==> src/rtl/fetch_unit_if.sv <==
// Fetch-stage bundle: instruction-memory request/response, branch redirect and decode handoff.
// master = fetch unit side, slave = memory / branch control / decode side.
interface fetch_unit_if;
  logic        imem_req_valid;
  logic [31:0] imem_req_addr;
  logic        imem_req_ready;
  logic        imem_resp_valid;
  logic [31:0] imem_resp_data;
  logic        redirect_valid;
  logic [31:0] redirect_pc;
  logic        inst_valid;
  logic [31:0] inst_data;
  logic [31:0] inst_pc;
  logic        inst_ready;

  modport master (
    output imem_req_valid, imem_req_addr, inst_valid, inst_data, inst_pc,
    input  imem_req_ready, imem_resp_valid, imem_resp_data, redirect_valid, redirect_pc, inst_ready
  );

  modport slave (
    input  imem_req_valid, imem_req_addr, inst_valid, inst_data, inst_pc,
    output imem_req_ready, imem_resp_valid, imem_resp_data, redirect_valid, redirect_pc, inst_ready
  );
endinterface

==> src/rtl/fetch_unit.sv <==
// Instruction fetch: owns the PC, issues credit-limited word requests, buffers PC-tagged responses for decode.
// Response-to-inst_valid latency one cycle; requests stall while FIFO entries plus in-flight requests reach DEPTH.
module fetch_unit #(
  parameter logic [31:0] RESET_PC = 32'h0000_0000,
  parameter int unsigned DEPTH    = 2
) (
  input  logic         clk,
  input  logic         reset,
  fetch_unit_if.master bus
);
  localparam int unsigned AW = $clog2(DEPTH);
  localparam int unsigned CW = AW + 1;

  logic [31:0]   fetch_pc_q, fetch_pc_d;
  logic [CW-1:0] occ_q, occ_d;
  logic [CW-1:0] outst_q, outst_d;
  logic [CW-1:0] drop_q, drop_d;
  logic [AW-1:0] wr_ptr_q, wr_ptr_d, rd_ptr_q, rd_ptr_d;
  logic [AW-1:0] tag_wr_q, tag_wr_d, tag_rd_q, tag_rd_d;

  logic [31:0] data_mem_q [DEPTH];
  logic [31:0] pc_mem_q   [DEPTH];
  logic [31:0] tag_mem_q  [DEPTH];

  logic [CW:0] credit_used;
  logic        req_valid, req_fire, resp_ok, resp_keep, pop;

  assign credit_used = {1'b0, occ_q} + {1'b0, outst_q};
  assign req_valid   = !reset && !bus.redirect_valid && (credit_used < (CW+1)'(DEPTH));
  assign req_fire    = req_valid && bus.imem_req_ready;
  // A response with nothing outstanding is a protocol error and is ignored.
  assign resp_ok     = bus.imem_resp_valid && (outst_q != '0);
  assign resp_keep   = resp_ok && (drop_q == '0);
  assign pop         = bus.inst_valid && bus.inst_ready;

  assign bus.imem_req_valid = req_valid;
  assign bus.imem_req_addr  = fetch_pc_q;
  assign bus.inst_valid     = (occ_q != '0);
  assign bus.inst_data      = bus.inst_valid ? data_mem_q[rd_ptr_q] : 32'h0;
  assign bus.inst_pc        = bus.inst_valid ? pc_mem_q[rd_ptr_q]   : 32'h0;

  always_comb begin
    fetch_pc_d = fetch_pc_q;
    occ_d      = occ_q;
    outst_d    = outst_q;
    drop_d     = drop_q;
    wr_ptr_d   = wr_ptr_q;
    rd_ptr_d   = rd_ptr_q;
    tag_wr_d   = tag_wr_q;
    tag_rd_d   = tag_rd_q;

    if (bus.redirect_valid) begin
      // Everything still in flight belongs to the old path and must be dropped on return.
      fetch_pc_d = {bus.redirect_pc[31:2], 2'b00};
      occ_d      = '0;
      rd_ptr_d   = wr_ptr_q;
      outst_d    = outst_q - CW'(resp_ok);
      drop_d     = outst_q - CW'(resp_ok);
      if (resp_ok) tag_rd_d = tag_rd_q + AW'(1);
    end else begin
      if (req_fire) begin
        fetch_pc_d = fetch_pc_q + 32'd4;
        tag_wr_d   = tag_wr_q + AW'(1);
      end
      if (resp_ok) begin
        tag_rd_d = tag_rd_q + AW'(1);
        if (drop_q != '0) drop_d = drop_q - CW'(1);
        else              wr_ptr_d = wr_ptr_q + AW'(1);
      end
      if (pop) rd_ptr_d = rd_ptr_q + AW'(1);
      outst_d = outst_q + CW'(req_fire) - CW'(resp_ok);
      occ_d   = occ_q + CW'(resp_keep) - CW'(pop);
    end
  end

  always_ff @(posedge clk or posedge reset) begin
    if (reset) begin
      fetch_pc_q <= RESET_PC;
      occ_q      <= '0;
      outst_q    <= '0;
      drop_q     <= '0;
      wr_ptr_q   <= '0;
      rd_ptr_q   <= '0;
      tag_wr_q   <= '0;
      tag_rd_q   <= '0;
    end else begin
      fetch_pc_q <= fetch_pc_d;
      occ_q      <= occ_d;
      outst_q    <= outst_d;
      drop_q     <= drop_d;
      wr_ptr_q   <= wr_ptr_d;
      rd_ptr_q   <= rd_ptr_d;
      tag_wr_q   <= tag_wr_d;
      tag_rd_q   <= tag_rd_d;
    end
  end

  always_ff @(posedge clk) begin
    if (req_fire) tag_mem_q[tag_wr_q] <= fetch_pc_q;
    if (resp_keep && !bus.redirect_valid) begin
      data_mem_q[wr_ptr_q] <= bus.imem_resp_data;
      pc_mem_q[wr_ptr_q]   <= tag_mem_q[tag_rd_q];
    end
  end
endmodule

==> src/flat_wrapper.sv <==
// flat-port wrapper written by rule: the top's interface ports become plain ports
module fetch_unit_flat 
#(
  parameter logic [31:0] RESET_PC = 32'h0000_0000,
  parameter int unsigned DEPTH    = 2
)
  (clk, reset, bus_imem_req_valid, bus_imem_req_addr, bus_inst_valid, bus_inst_data, bus_inst_pc, bus_imem_req_ready, bus_imem_resp_valid, bus_imem_resp_data, bus_redirect_valid, bus_redirect_pc, bus_inst_ready);
  fetch_unit_if bus_i ();
  input  logic clk;
  input  logic reset;
  output wire logic [$bits(bus_i.imem_req_valid)-1:0] bus_imem_req_valid;
  output wire logic [$bits(bus_i.imem_req_addr)-1:0] bus_imem_req_addr;
  output wire logic [$bits(bus_i.inst_valid)-1:0] bus_inst_valid;
  output wire logic [$bits(bus_i.inst_data)-1:0] bus_inst_data;
  output wire logic [$bits(bus_i.inst_pc)-1:0] bus_inst_pc;
  input wire logic [$bits(bus_i.imem_req_ready)-1:0] bus_imem_req_ready;
  input wire logic [$bits(bus_i.imem_resp_valid)-1:0] bus_imem_resp_valid;
  input wire logic [$bits(bus_i.imem_resp_data)-1:0] bus_imem_resp_data;
  input wire logic [$bits(bus_i.redirect_valid)-1:0] bus_redirect_valid;
  input wire logic [$bits(bus_i.redirect_pc)-1:0] bus_redirect_pc;
  input wire logic [$bits(bus_i.inst_ready)-1:0] bus_inst_ready;
  assign bus_imem_req_valid = bus_i.imem_req_valid;
  assign bus_imem_req_addr = bus_i.imem_req_addr;
  assign bus_inst_valid = bus_i.inst_valid;
  assign bus_inst_data = bus_i.inst_data;
  assign bus_inst_pc = bus_i.inst_pc;
  assign bus_i.imem_req_ready = bus_imem_req_ready;
  assign bus_i.imem_resp_valid = bus_imem_resp_valid;
  assign bus_i.imem_resp_data = bus_imem_resp_data;
  assign bus_i.redirect_valid = bus_redirect_valid;
  assign bus_i.redirect_pc = bus_redirect_pc;
  assign bus_i.inst_ready = bus_inst_ready;
  fetch_unit #(.RESET_PC(RESET_PC), .DEPTH(DEPTH)) u_core (.clk(clk), .reset(reset), .bus(bus_i));
endmodule
==> config.mk <==
export PLATFORM = sky130hd
export DESIGN_NAME = fetch_unit_flat
export DESIGN_NICKNAME = d
export VERILOG_FILES = /design/src/rtl/fetch_unit_if.sv /design/src/rtl/fetch_unit.sv /design/src/flat_wrapper.sv
export SDC_FILE = /design/constraint.sdc
export NUM_CORES = 1
export LEC_CHECK = 0
export ABC_AREA = 1
export CAP_MARGIN = 25
export CORE_MARGIN = 4
export CORE_UTILIZATION = 65
export DETAILED_ROUTE_END_ITERATION = 12
export DONT_BUFFER_PORTS = 1
export GPL_ROUTABILITY_DRIVEN = 0
export PLACE_DENSITY = 0.81
export SYNTH_ARGS = -nofsm -noshare
export SYNTH_HDL_FRONTEND = slang
export SYNTH_SLANG_ARGS = --single-unit
export TNS_END_PERCENT = 10
==> constraint.sdc <==
create_clock -name clk -period 6 [get_ports clk]
set_input_delay 0.3 -clock clk [delete_from_list [all_inputs] [get_ports clk]]
set_output_delay 0.3 -clock clk [all_outputs]
set_load 0.02 [all_outputs]
==> results of run 1 <==
[metal layers]
metal / part of all wire / track usage / wire [um] / vias up
met3: 0.085 / 0.0503 / 1770 / 26
met4: 0.013 / 0.0581 / 265 / 0
li1: - / - / - / 2982
met1: 0.40 / 0.335 / 8260 / 3035
met5: 0 / 0 / 0 / -
met2: 0.51 / 0.412 / 10600 / 280
[cells by family (layout without fill, tap and decap cells)]
| kind of cell | after synthesis | after routing | share of synthesized area |
|---|---|---|---|
| AOI/OAI and AO/OA | 97 | 97 | 0.0532 |
| other | 1 | 4 | 0.000390 |
| muxes | 30 | 30 | 0.0351 |
| and+or+nand+nor | 389 | 389 | 0.170 |
| adders and majority gates | 7 | 7 | 0.00989 |
| xor gates and xnor gates | 10 | 10 | 0.00911 |
| buffers and inverters | 96 | 159 | 0.0434 |
| DFF | 224 | 224 | 0.679 |
[sequential cells by signal (all words and copies together), names as in the netlist]
register,count
u_core.bus.imem_req_addr,30
u_core.data_mem_q,64
u_core.drop_q,2
u_core.occ_q,2
u_core.outst_q,2
u_core.pc_mem_q,60
u_core.rd_ptr_q,1
u_core.tag_mem_q,60
u_core.tag_rd_q,1
u_core.tag_wr_q,1
u_core.wr_ptr_q,1
[timing repair]
item,in CTS,in global routing
buffers inserted,0,0
hold buffers,50,0
hold endpoints to repair,124,0
[through the flow]
stage	hold slack [ns]	power [mW]	area (um^2)	util	cells
floorplan	0.399	3.25	9630	-	857
global placement	0.365	3.49	9750	0.671	1012
detailed placement	0.375	3.57	9770	0.672	1013
CTS	0.00137	5.10	11100	0.761	1103
global route	0.0161	5.34	11100	0.763	1104
finish	0.0136	5.09	11100	0.763	1104
[area by class of cell]
type | count | area (um^2)
tap | 184 | 230
clock inverter | 14 | 196
clock buffer | 26 | 597
fill | 873 | 3450
timing repair buffer | 59 | 593
multi-input combinational | 537 | 2710
sequential | 224 | 6530
inverter | 60 | 230
[Yosys cell counts, drive strengths merged (2+ instances only)]
library cell    n  area, um^2
a21oi          65         325
and2            2        12.5
buf            20         128
clkbuf         16        60.1
dfrtp          40        1000
edfxtp        184        5530
ha              6        75.1
inv            60         230
mux2           30         338
nand2         272        1040
nand3          54         270
nor2           57         272
nor3            2        15.0
o211ai          3        22.5
o21ai          21         105
o21bai          7        52.6
xnor2           6        52.6
xor2            4        35.0
[power groups by stage]
stage          Sequential [mW]  Combinational (mW)  Clock [mW]
5_1_grt                   2.20                1.56        1.58
4_1_cts                   2.18                1.42        1.50
3_3_place_gp              2.23                1.26           0
6_report                  2.18                1.43        1.48
2_1_floorplan             2.12                1.13           0
3_5_place_dp              2.21                1.36           0
[tightest hold or removal path, cell delays in order]
cell	delay, ns
nand2_1	0.03
o21ai_0	0.06
inv_1	0.04
nand2_1	0.05
[worst paths after layout]
path | slack [ns] | cells after the start | end
min in group asynchronous | 0.41 | 3 | u_core.bus.imem_req_addr[15]$_DFFE_PP0P_
min reg2reg | 0.56 | 1 | u_core.pc_mem_q[1][10]$_DFFE_PP_
max | 3.53 | 4 | bus_inst_pc[25]
max reg2reg | 3.53 | 10 | u_core.outst_q[1]$_DFF_PP0_
max in group asynchronous | 5.15 | 3 | u_core.rd_ptr_q$_DFFE_PP0P_
min | 0.01 | 4 | u_core.bus.imem_req_addr[22]$_DFFE_PP0P_
==> impl_metrics.csv, run 1 <==
group,metric,value,unit
status,outcome,"complete, no violations",
timing,setup_viol,0,
logic_synthesis,synth_edf_count,184,
min_path,hold_class,"in2reg",
worst_setup_path,cp_num_buf_inv,2,
timing,final.setup.tns,0,ns
clock_network,clk_latency,0.50,ns
global_routing,grt_antenna_before_repair,0,
timing,slew_viol_final,0,
drt,vias_per_cell,5.73,
drt,first_pass_iters,6,
timing,finalHoldViolations,0,
clock_network,cts_made_buffers,22,
timing,grt_setup_unrepaired,"no",
power,peakVddDrop,285,uV
logic_synthesis,dominantRegCellSynth,"edfxtp_1",
clock_network,root_buffer,"clkbuf_16",
place,numPortBuffers,0,
clock_network,cts_max_level,1,
clock_network,cts_tree,"built",
min_path,hold_start,"bus_redirect_valid",
drt,wire_per_inst,18.9,um
drt,drt_iter0_markers,483,
power,p_leak,4.15,nW
power,intPower,3.24,mW
finish,nets,981,
worst_setup_path,end_kind,"output port",
worst_setup_path,crit_family,"flip-flops",
logic_synthesis,yosys_warnings,0,
floorplan,die_area,0.0168,mm^2
floorplan,die_h,130,um
worst_setup_path,crit_chain,"inv_2 -> buf_12 -> nand2_1 -> a21oi_1",
drt,vias,6323,
finish,areaGrowthSynthToFinish,15.3,%
timing,max_freq,0.404,GHz
timing,min_period,2.47,ns
power,switching_share,0.364,
global_routing,grt_usage,0.245,
timing,clock_skew,0.0193,ns
worst_setup_path,r2r-start,"u_core.occ_q[0]$_DFF_PP0_",
clock_network,cts_sinks,224,
finish,layout_commonest_cell,"nand2_1",
logic_synthesis,synth_cell_types,33,
global_routing,grt_max_degree,66,
worst_setup_path,critical_path_class,"reg2out",
worst_setup_path,crit_path_start,"u_core.rd_ptr_q$_DFFE_PP0P_",
power,clkPwrFrac,0.291,
global_routing,grt_pass1_wl,32400,um
worst_setup_path,crit_fanout,59,
worst_setup_path,cp-start-kind,"flip-flop",
finish,most-common-layout-cells,"266 x nand2_1, 184 x edfxtp_1, 65 x a21oi_1",
floorplan,die_w,130,um
worst_setup_path,slowest_delay,0.58,ns
worst_setup_path,crit_slowest_cell,"dfrtp_2",
logic_synthesis,async_flop_share,0.179,
drt,drt_wl_total,20900,um
drt,ant_nets,0,
power,power_frac_comb,0.280,
place,pre_cts_ws,3.56,ns
timing,period_share,0.412,
clock_network,cts_buffer_depth,3,
logic_synthesis,ys_ff_latch,224,
finish,drive_above_1_share,0.115,
logic_synthesis,netlist_instances,854,
timing,fin_ws,3.53,ns
logic_synthesis,seq_area_frac_synth,0.679,
global_routing,overflow,0,
clock_network,clk_pin_slew,0.06,ns
drt,post-route-drc-count,0,
power,p_switching,1.85,mW
worst_setup_path,cp.required,5.70,ns
floorplan,row_count,44,
finish,num_antenna_cells,0,
global_routing,grt_pass1_vias,6201,
timing,worst_pin_slew,0.845,ns
clock_network,post_cts_resized,0,
power,p_per_area,459,mW/mm^2
floorplan,pin_count,168,
logic_synthesis,netlist_area,0.00962,mm^2
power,p_seq_frac,0.429,
flow_run,max-cap-violations,0,
logic_synthesis,syn_avg_cell_area,11.3,um^2
floorplan,core_area,0.0145,mm^2
place,dp_hpwl,12700,um
worst_setup_path,critPathArrivalTime,2.17,ns
floorplan,initial_core_util,0.662,
timing,timing.slew.headroom,0.436,
No activity file was read; power rests on OpenSTA's default activity.
==> run 2: changes to the inputs <==
--- a/config.mk
+++ b/config.mk
@@ -8,11 +8,11 @@
 export ABC_AREA = 1
 export CAP_MARGIN = 25
 export CORE_MARGIN = 4
-export CORE_UTILIZATION = 65
+export CORE_UTILIZATION = 57
 export DETAILED_ROUTE_END_ITERATION = 12
 export DONT_BUFFER_PORTS = 1
 export GPL_ROUTABILITY_DRIVEN = 0
-export PLACE_DENSITY = 0.81
+export PLACE_DENSITY = 0.75
 export SYNTH_ARGS = -nofsm -noshare
 export SYNTH_HDL_FRONTEND = slang
 export SYNTH_SLANG_ARGS = --single-unit
==> constraint.sdc (replaced) <==
create_clock -name clk -period 2.05 [get_ports clk]
set_input_delay 0.1025 -clock clk [delete_from_list [all_inputs] [get_ports clk]]
set_output_delay 0.1025 -clock clk [all_outputs]
set_load 0.02 [all_outputs]
==> impl_metrics.csv, run 2 (synthesis gave the netlist of run 1 again) <==
group,metric,value,unit
finish,num_antenna_cells,0,
worst_setup_path,end_kind,"flip-flop",
timing,max_freq,0.474,GHz
min_path,hold_class,"in2reg",
finish,top_regs,"u_core.data_mem_q: 64 flops, u_core.pc_mem_q: 60 flops, u_core.tag_mem_q: 60 flops",
floorplan,pin_count,168,
flow_run,max-cap-violations,0,
global_routing,overflow,0,
timing,slew_viol_final,0,
place,dp_hpwl,13200,um
drt,post-route-drc-count,0,
finish,drive_above_1_share,0.198,
drt,vias,6666,
timing,setup_viol,39,
clock_network,hold_buffers,76,
finish,regMostFlops,"u_core.data_mem_q",
clock_network,root_buffer,"clkbuf_16",
floorplan,row_count,47,
clock_network,cts_sinks,224,
global_routing,grt_antenna_before_repair,0,
worst_setup_path,crit_family,"adder cells",
floorplan,initial_core_util,0.580,
finish,most-common-layout-cells,"265 x nand2_1, 184 x edfxtp_1, 89 x buf_4",
power,p_leak,4.72,nW
worst_setup_path,cp_num_buf_inv,4,
timing,min_period,2.11,ns
floorplan,die_w,138,um
clock_network,clk_latency,0.50,ns
power,p_per_area,1330,mW/mm^2
timing,worst_pin_slew,0.565,ns
power,switching_share,0.348,
worst_setup_path,ff2ff_setup_slack,-0.06,ns
drt,vias_per_cell,5.30,
finish,n_fill_cell,1076,
power,p_seq_frac,0.380,
timing,period_share,1.03,
finish,nets,1098,
floorplan,die_area,0.0190,mm^2
power,p_switching,5.67,mW
clock_network,cts_made_buffers,23,
floorplan,core_area,0.0166,mm^2
worst_setup_path,critPathArrivalTime,2.50,ns
place,dp.cells,1134,
global_routing,grt_max_degree,65,
finish,largest_reg_flops,64,
drt,drt_iter0_markers,331,
worst_setup_path,cp.required,2.44,ns
worst_setup_path,crit_top_cell,"nand2_1",
global_routing,grt_pass1_vias,6590,
global_routing,grt_pass1_wl,32500,um
status,violations,"negative hold slack, negative setup slack",
worst_setup_path,slowest_delay,0.49,ns
status,outcome,"finished, violations left",
timing,timing.slew.headroom,0.623,
worst_setup_path,r2r_cells,11,
power,clkPwrFrac,0.276,
global_routing,grt_usage,0.218,
floorplan,die_h,138,um
clock_network,cts_max_level,1,
clock_network,cts_tree,"built",
finish,final_cells,1257,
clock_network,cts_buffer_depth,3,
drt,first_pass_iters,5,
timing,fin_ws,-0.0596,ns
power,intPower,10.6,mW
timing,final.setup.tns,-1.43,ns
finish,layout_commonest_cell,"nand2_1",
worst_setup_path,crit_chain,"nand2_1 -> inv_2 -> fa_1 -> nor2_4 -> nand4_4 -> buf_4 -> inv_4 -> ha_1 -> nand2_1 -> xor2_1 -> inv_1",
clock_network,clk_pin_slew,0.06,ns
drt,drt_wl_total,21000,um
worst_setup_path,crit_fanout,6,
min_path,whs_path_depth,1,
drt,wire_per_inst,16.7,um
timing,whs,-0.336,ns
place,numPortBuffers,0,
power,power_frac_comb,0.343,
timing,grt_setup_unrepaired,"yes",
timing,clock_skew,0.00937,ns
timing,finalHoldViolations,8,
worst_setup_path,cp-start-kind,"flip-flop",
worst_setup_path,crit_cells,11,
power,peakVddDrop,1220,uV
worst_setup_path,critical_path_class,"reg2reg",
drt,ant_nets,0,
finish,areaGrowthSynthToFinish,27.2,%
worst_setup_path,crit_slowest_cell,"fa_1",
==> run 2: cell count changes in the layout (fill, tap and decap cells not counted), moves of 3 or more <==
cell           previous run  this run
buf_4                     7        89
dlygate4sd3_1            50        76
nor2_2                   10         7
buf_12                    2         7
nor2_4                    8        12
inv_1                    56        52
==> run 2: per-stage QoR <==
| step | utilization | total power [mW] | hold slack, ns | setup slack (ns) | cell area, um^2 |
|---|---|---|---|---|---|
| after floorplan | - | 9.56 | 0.101 | -0.174 | 9680 |
| after global placement | 0.637 | 11.5 | 0.173 | 0.0357 | 10600 |
| after detailed placement | 0.637 | 11.6 | 0.175 | -0.0163 | 10600 |
| after CTS | 0.737 | 16.4 | -0.355 | -0.0226 | 12200 |
| after global routing | 0.738 | 17.1 | -0.347 | -0.150 | 12200 |
| final | 0.738 | 16.3 | -0.336 | -0.0596 | 12200 |
==> run 2: final cells by class <==
| class | count | area, um^2 | area share |
|---|---|---|---|
| tap | 220 | 275 | 0.0225 |
| clock buffer | 27 | 601 | 0.0491 |
| inverter | 60 | 239 | 0.0195 |
| sequential | 224 | 6530 | 0.534 |
| timing repair buffer | 175 | 1620 | 0.132 |
| multi-input combinational | 537 | 2740 | 0.224 |
| clock inverter | 14 | 235 | 0.0192 |
==> run 2: per-layer routing <==
metal	up-vias	part of all wire	GRT usage
met4	0	0.017	0.0582
met3	30	0.076	0.0439
met1	3178	0.41	0.283
met2	233	0.50	0.378
met5	-	0	0
li1	3225	-	-
==> run 2: power groups by stage <==
stage	Sequential (mW)	Combinational (mW)	Clock, mW
final	6.21	5.60	4.51
after global routing	6.26	6.10	4.78
after CTS	6.20	5.58	4.58
after detailed placement	6.29	5.33	0
after global placement	6.26	5.22	0
after floorplan	6.20	3.36	0
==> run 2: what timing repair did <==
item / in CTS / in global routing
gates cloned: 1 / 0
resized for setup: 3 / 6
pin swaps: 3 / 0
setup buffers: 5 / 0
setup endpoints to repair: 51 / 101
hold endpoints to repair: 144 / 8
==> run 2: path summary, 6_finish.rpt <==
kind	startpoint	to
max	u_core.occ_q[0]$_DFF_PP0_	u_core.outst_q[1]$_DFF_PP0_
min	bus_redirect_valid	u_core.occ_q[1]$_DFF_PP0_
max reg2reg	u_core.occ_q[0]$_DFF_PP0_	u_core.outst_q[1]$_DFF_PP0_
min reg2reg	u_core.tag_rd_q$_DFFE_PP0P_	u_core.tag_rd_q$_DFFE_PP0P_
max in group asynchronous	reset	u_core.rd_ptr_q$_DFFE_PP0P_
min in group asynchronous	reset	u_core.drop_q[1]$_DFFE_PP0P_
==> run 3: changes to the inputs <==
--- a/config.mk
+++ b/config.mk
@@ -8,11 +8,11 @@
 export ABC_AREA = 1
 export CAP_MARGIN = 25
 export CORE_MARGIN = 4
-export CORE_UTILIZATION = 57
+export CORE_UTILIZATION = 40
 export DETAILED_ROUTE_END_ITERATION = 12
 export DONT_BUFFER_PORTS = 1
 export GPL_ROUTABILITY_DRIVEN = 0
-export PLACE_DENSITY = 0.75
+export RECOVER_POWER = 50
 export SYNTH_ARGS = -nofsm -noshare
 export SYNTH_HDL_FRONTEND = slang
 export SYNTH_SLANG_ARGS = --single-unit
==> impl_metrics.csv, run 3 (synthesis gave the netlist of run 1 again) <==
group,metric,value,unit
drt,drt_iter0_markers,324,
power,p_switching,5.75,mW
finish,top_regs,"u_core.data_mem_q: 64 flops, u_core.pc_mem_q: 60 flops, u_core.tag_mem_q: 60 flops",
drt,ant_nets,0,
power,p_leak,4.68,nW
timing,max_freq,0.498,GHz
floorplan,row_count,56,
timing,final.setup.tns,0,ns
global_routing,grt_antenna_before_repair,0,
power,p_seq_frac,0.384,
place,dp.cells,1238,
clock_network,cts_max_level,1,
worst_setup_path,end_kind,"flip-flop",
timing,finalHoldViolations,0,
drt,post-route-drc-count,0,
power,fin_total_pwr,15.9,mW
clock_network,cts_tree,"built",
drt,vias,6494,
power,clkPwrFrac,0.260,
timing,clock_skew,0.00859,ns
clock_network,root_buffer,"clkbuf_16",
place,dp_hpwl,13900,um
global_routing,overflow,0,
finish,most-common-layout-cells,"265 x nand2_1, 184 x edfxtp_1, 77 x buf_4",
power,intPower,10.2,mW
finish,utilization,0.518,
timing,worst_pin_slew,0.841,ns
floorplan,pin_count,168,
place,pre_cts_ws,0.0329,ns
worst_setup_path,critPathArrivalTime,2.21,ns
finish,final_cells,1352,
clock_network,cts_made_buffers,24,
floorplan,die_area,0.0266,mm^2
timing,min_period,2.01,ns
power,peakVddDrop,866,uV
worst_setup_path,r2r-end,"u_core.tag_mem_q[1][27]$_DFFE_PP_",
power,switching_share,0.361,
drt,wire_per_inst,16.2,um
finish,regMostFlops,"u_core.data_mem_q",
finish,areaGrowthSynthToFinish,26.7,%
finish,largest_reg_flops,64,
worst_setup_path,crit_end,"u_core.tag_mem_q[1][27]$_DFFE_PP_",
flow_run,max-cap-violations,0,
timing,grt_setup_unrepaired,"yes",
floorplan,initial_core_util,0.409,
finish,drive_above_1_share,0.174,
finish,layout_commonest_cell,"nand2_1",
min_path,hold_class,"in2reg",
place,numPortBuffers,0,
global_routing,grt_max_degree,65,
worst_setup_path,cp.required,2.25,ns
worst_setup_path,r2r-start,"u_core.occ_q[0]$_DFF_PP0_",
finish,seqCellArea,0.00653,mm^2
worst_setup_path,cp-start-kind,"flip-flop",
power,p_per_area,1310,mW/mm^2
global_routing,grt_usage,0.163,
floorplan,die_w,163,um
drt,drt_wl_total,21900,um
worst_setup_path,ff2ff_setup_slack,0.04,ns
timing,timing.slew.headroom,0.439,
timing,whs,0.253,ns
worst_setup_path,crit_path_start,"u_core.occ_q[0]$_DFF_PP0_",
finish,n_fill_cell,2073,
power,power_frac_comb,0.356,
worst_setup_path,critical_path_class,"reg2reg",
drt,first_pass_iters,5,
clock_network,clk_pin_slew,0.06,ns
floorplan,die_h,163,um
clock_network,cts_sinks,224,
clock_network,clk_latency,0.51,ns
finish,multi_input_area,0.00274,mm^2
clock_network,cts_buffer_depth,3,
drt,vias_per_cell,4.80,
timing,setup_viol,0,
finish,nets,1092,
global_routing,grt_pass1_vias,6311,
finish,final_area,0.0122,mm^2
worst_setup_path,r2r_cells,7,
timing,period_share,0.980,
global_routing,grt_pass1_wl,34400,um
finish,num_antenna_cells,0,
timing,slew_viol_final,0,
place,post_dp_cell_area,0.0108,mm^2
status,outcome,"complete, no violations",
worst_setup_path,crit_fanout,22,
floorplan,core_area,0.0235,mm^2
timing,fin_ws,0.0410,ns
==> run 3: cell types whose count changed in the layout (fill, tap and decap cells not counted), sizes merged <==
| cell | before | now |
|---|---|---|
| clkbuf | 28 | 47 |
| buf | 98 | 88 |
| dlygate4sd3 | 76 | 67 |
| bufinv | 6 | 1 |
| clkinv | 5 | 8 |
| clkinvlp | 3 | 2 |
| inv | 60 | 59 |
==> run 3: metal layers <==
layer  up-vias  wire, um  GRT usage  share of wire
met2       195     10400      0.274           0.48
li1       3221         -          -              -
met4         0       269     0.0316          0.012
met1      3053      9570      0.218           0.44
met3        25      1620     0.0389          0.074
met5         -         0          0              0
==> run 3: final cells by class <==
class,instances,area share
clock buffers,34,0.0566
clock inverters,10,0.00616
inverters,60,0.0192
multi-input cells,537,0.225
flip-flops and latches,224,0.536
well taps,319,0.0328
repair buffers,168,0.125
==> run 3: how the worst min path moves through the flow <==
stage | to | start | cells after the start
after floorplan | u_core.bus.imem_req_addr[10]$_DFFE_PP0P_ | reset | 1
after global placement | u_core.occ_q[0]$_DFF_PP0_ | bus_redirect_valid | 1
after detailed placement | u_core.occ_q[0]$_DFF_PP0_ | bus_redirect_valid | 1
after CTS | u_core.data_mem_q[1][31]$_DFFE_PP_ | bus_imem_resp_data[31] | 1
after global routing | u_core.data_mem_q[0][3]$_DFFE_PP_ | bus_imem_resp_data[3] | 1
final | u_core.data_mem_q[1][31]$_DFFE_PP_ | bus_imem_resp_data[31] | 1
==> run 3: what timing repair did <==
action / 4_1_cts / 5_1_grt
buffers inserted: 0 / 2
hold buffers: 68 / 0
pin swaps: 1 / 1
setup endpoints to repair: 3 / 69
cloned: 0 / 0
gates resized for setup: 2 / 2
endpoints found under the hold margin: 144 / 0
==> run 3: power groups by stage <==
stage	sequential (mW)	clock, mW	combinational [mW]
after floorplan	6.20	0	3.36
after global placement	6.18	0	5.60
after detailed placement	6.21	0	5.67
after CTS	6.12	4.25	5.82
after global routing	6.18	4.45	6.20
final	6.11	4.14	5.68
==> run 3: worst max-delay path, cell delays in order, from the launching register on <==
cell	delay, ns
dfrtp_1	0.38
nand2_1	0.07
inv_1	0.04
fa_1	0.48
nor2_4	0.14
nand4_4	0.21
nor2_4	0.18
buf_12	0.19
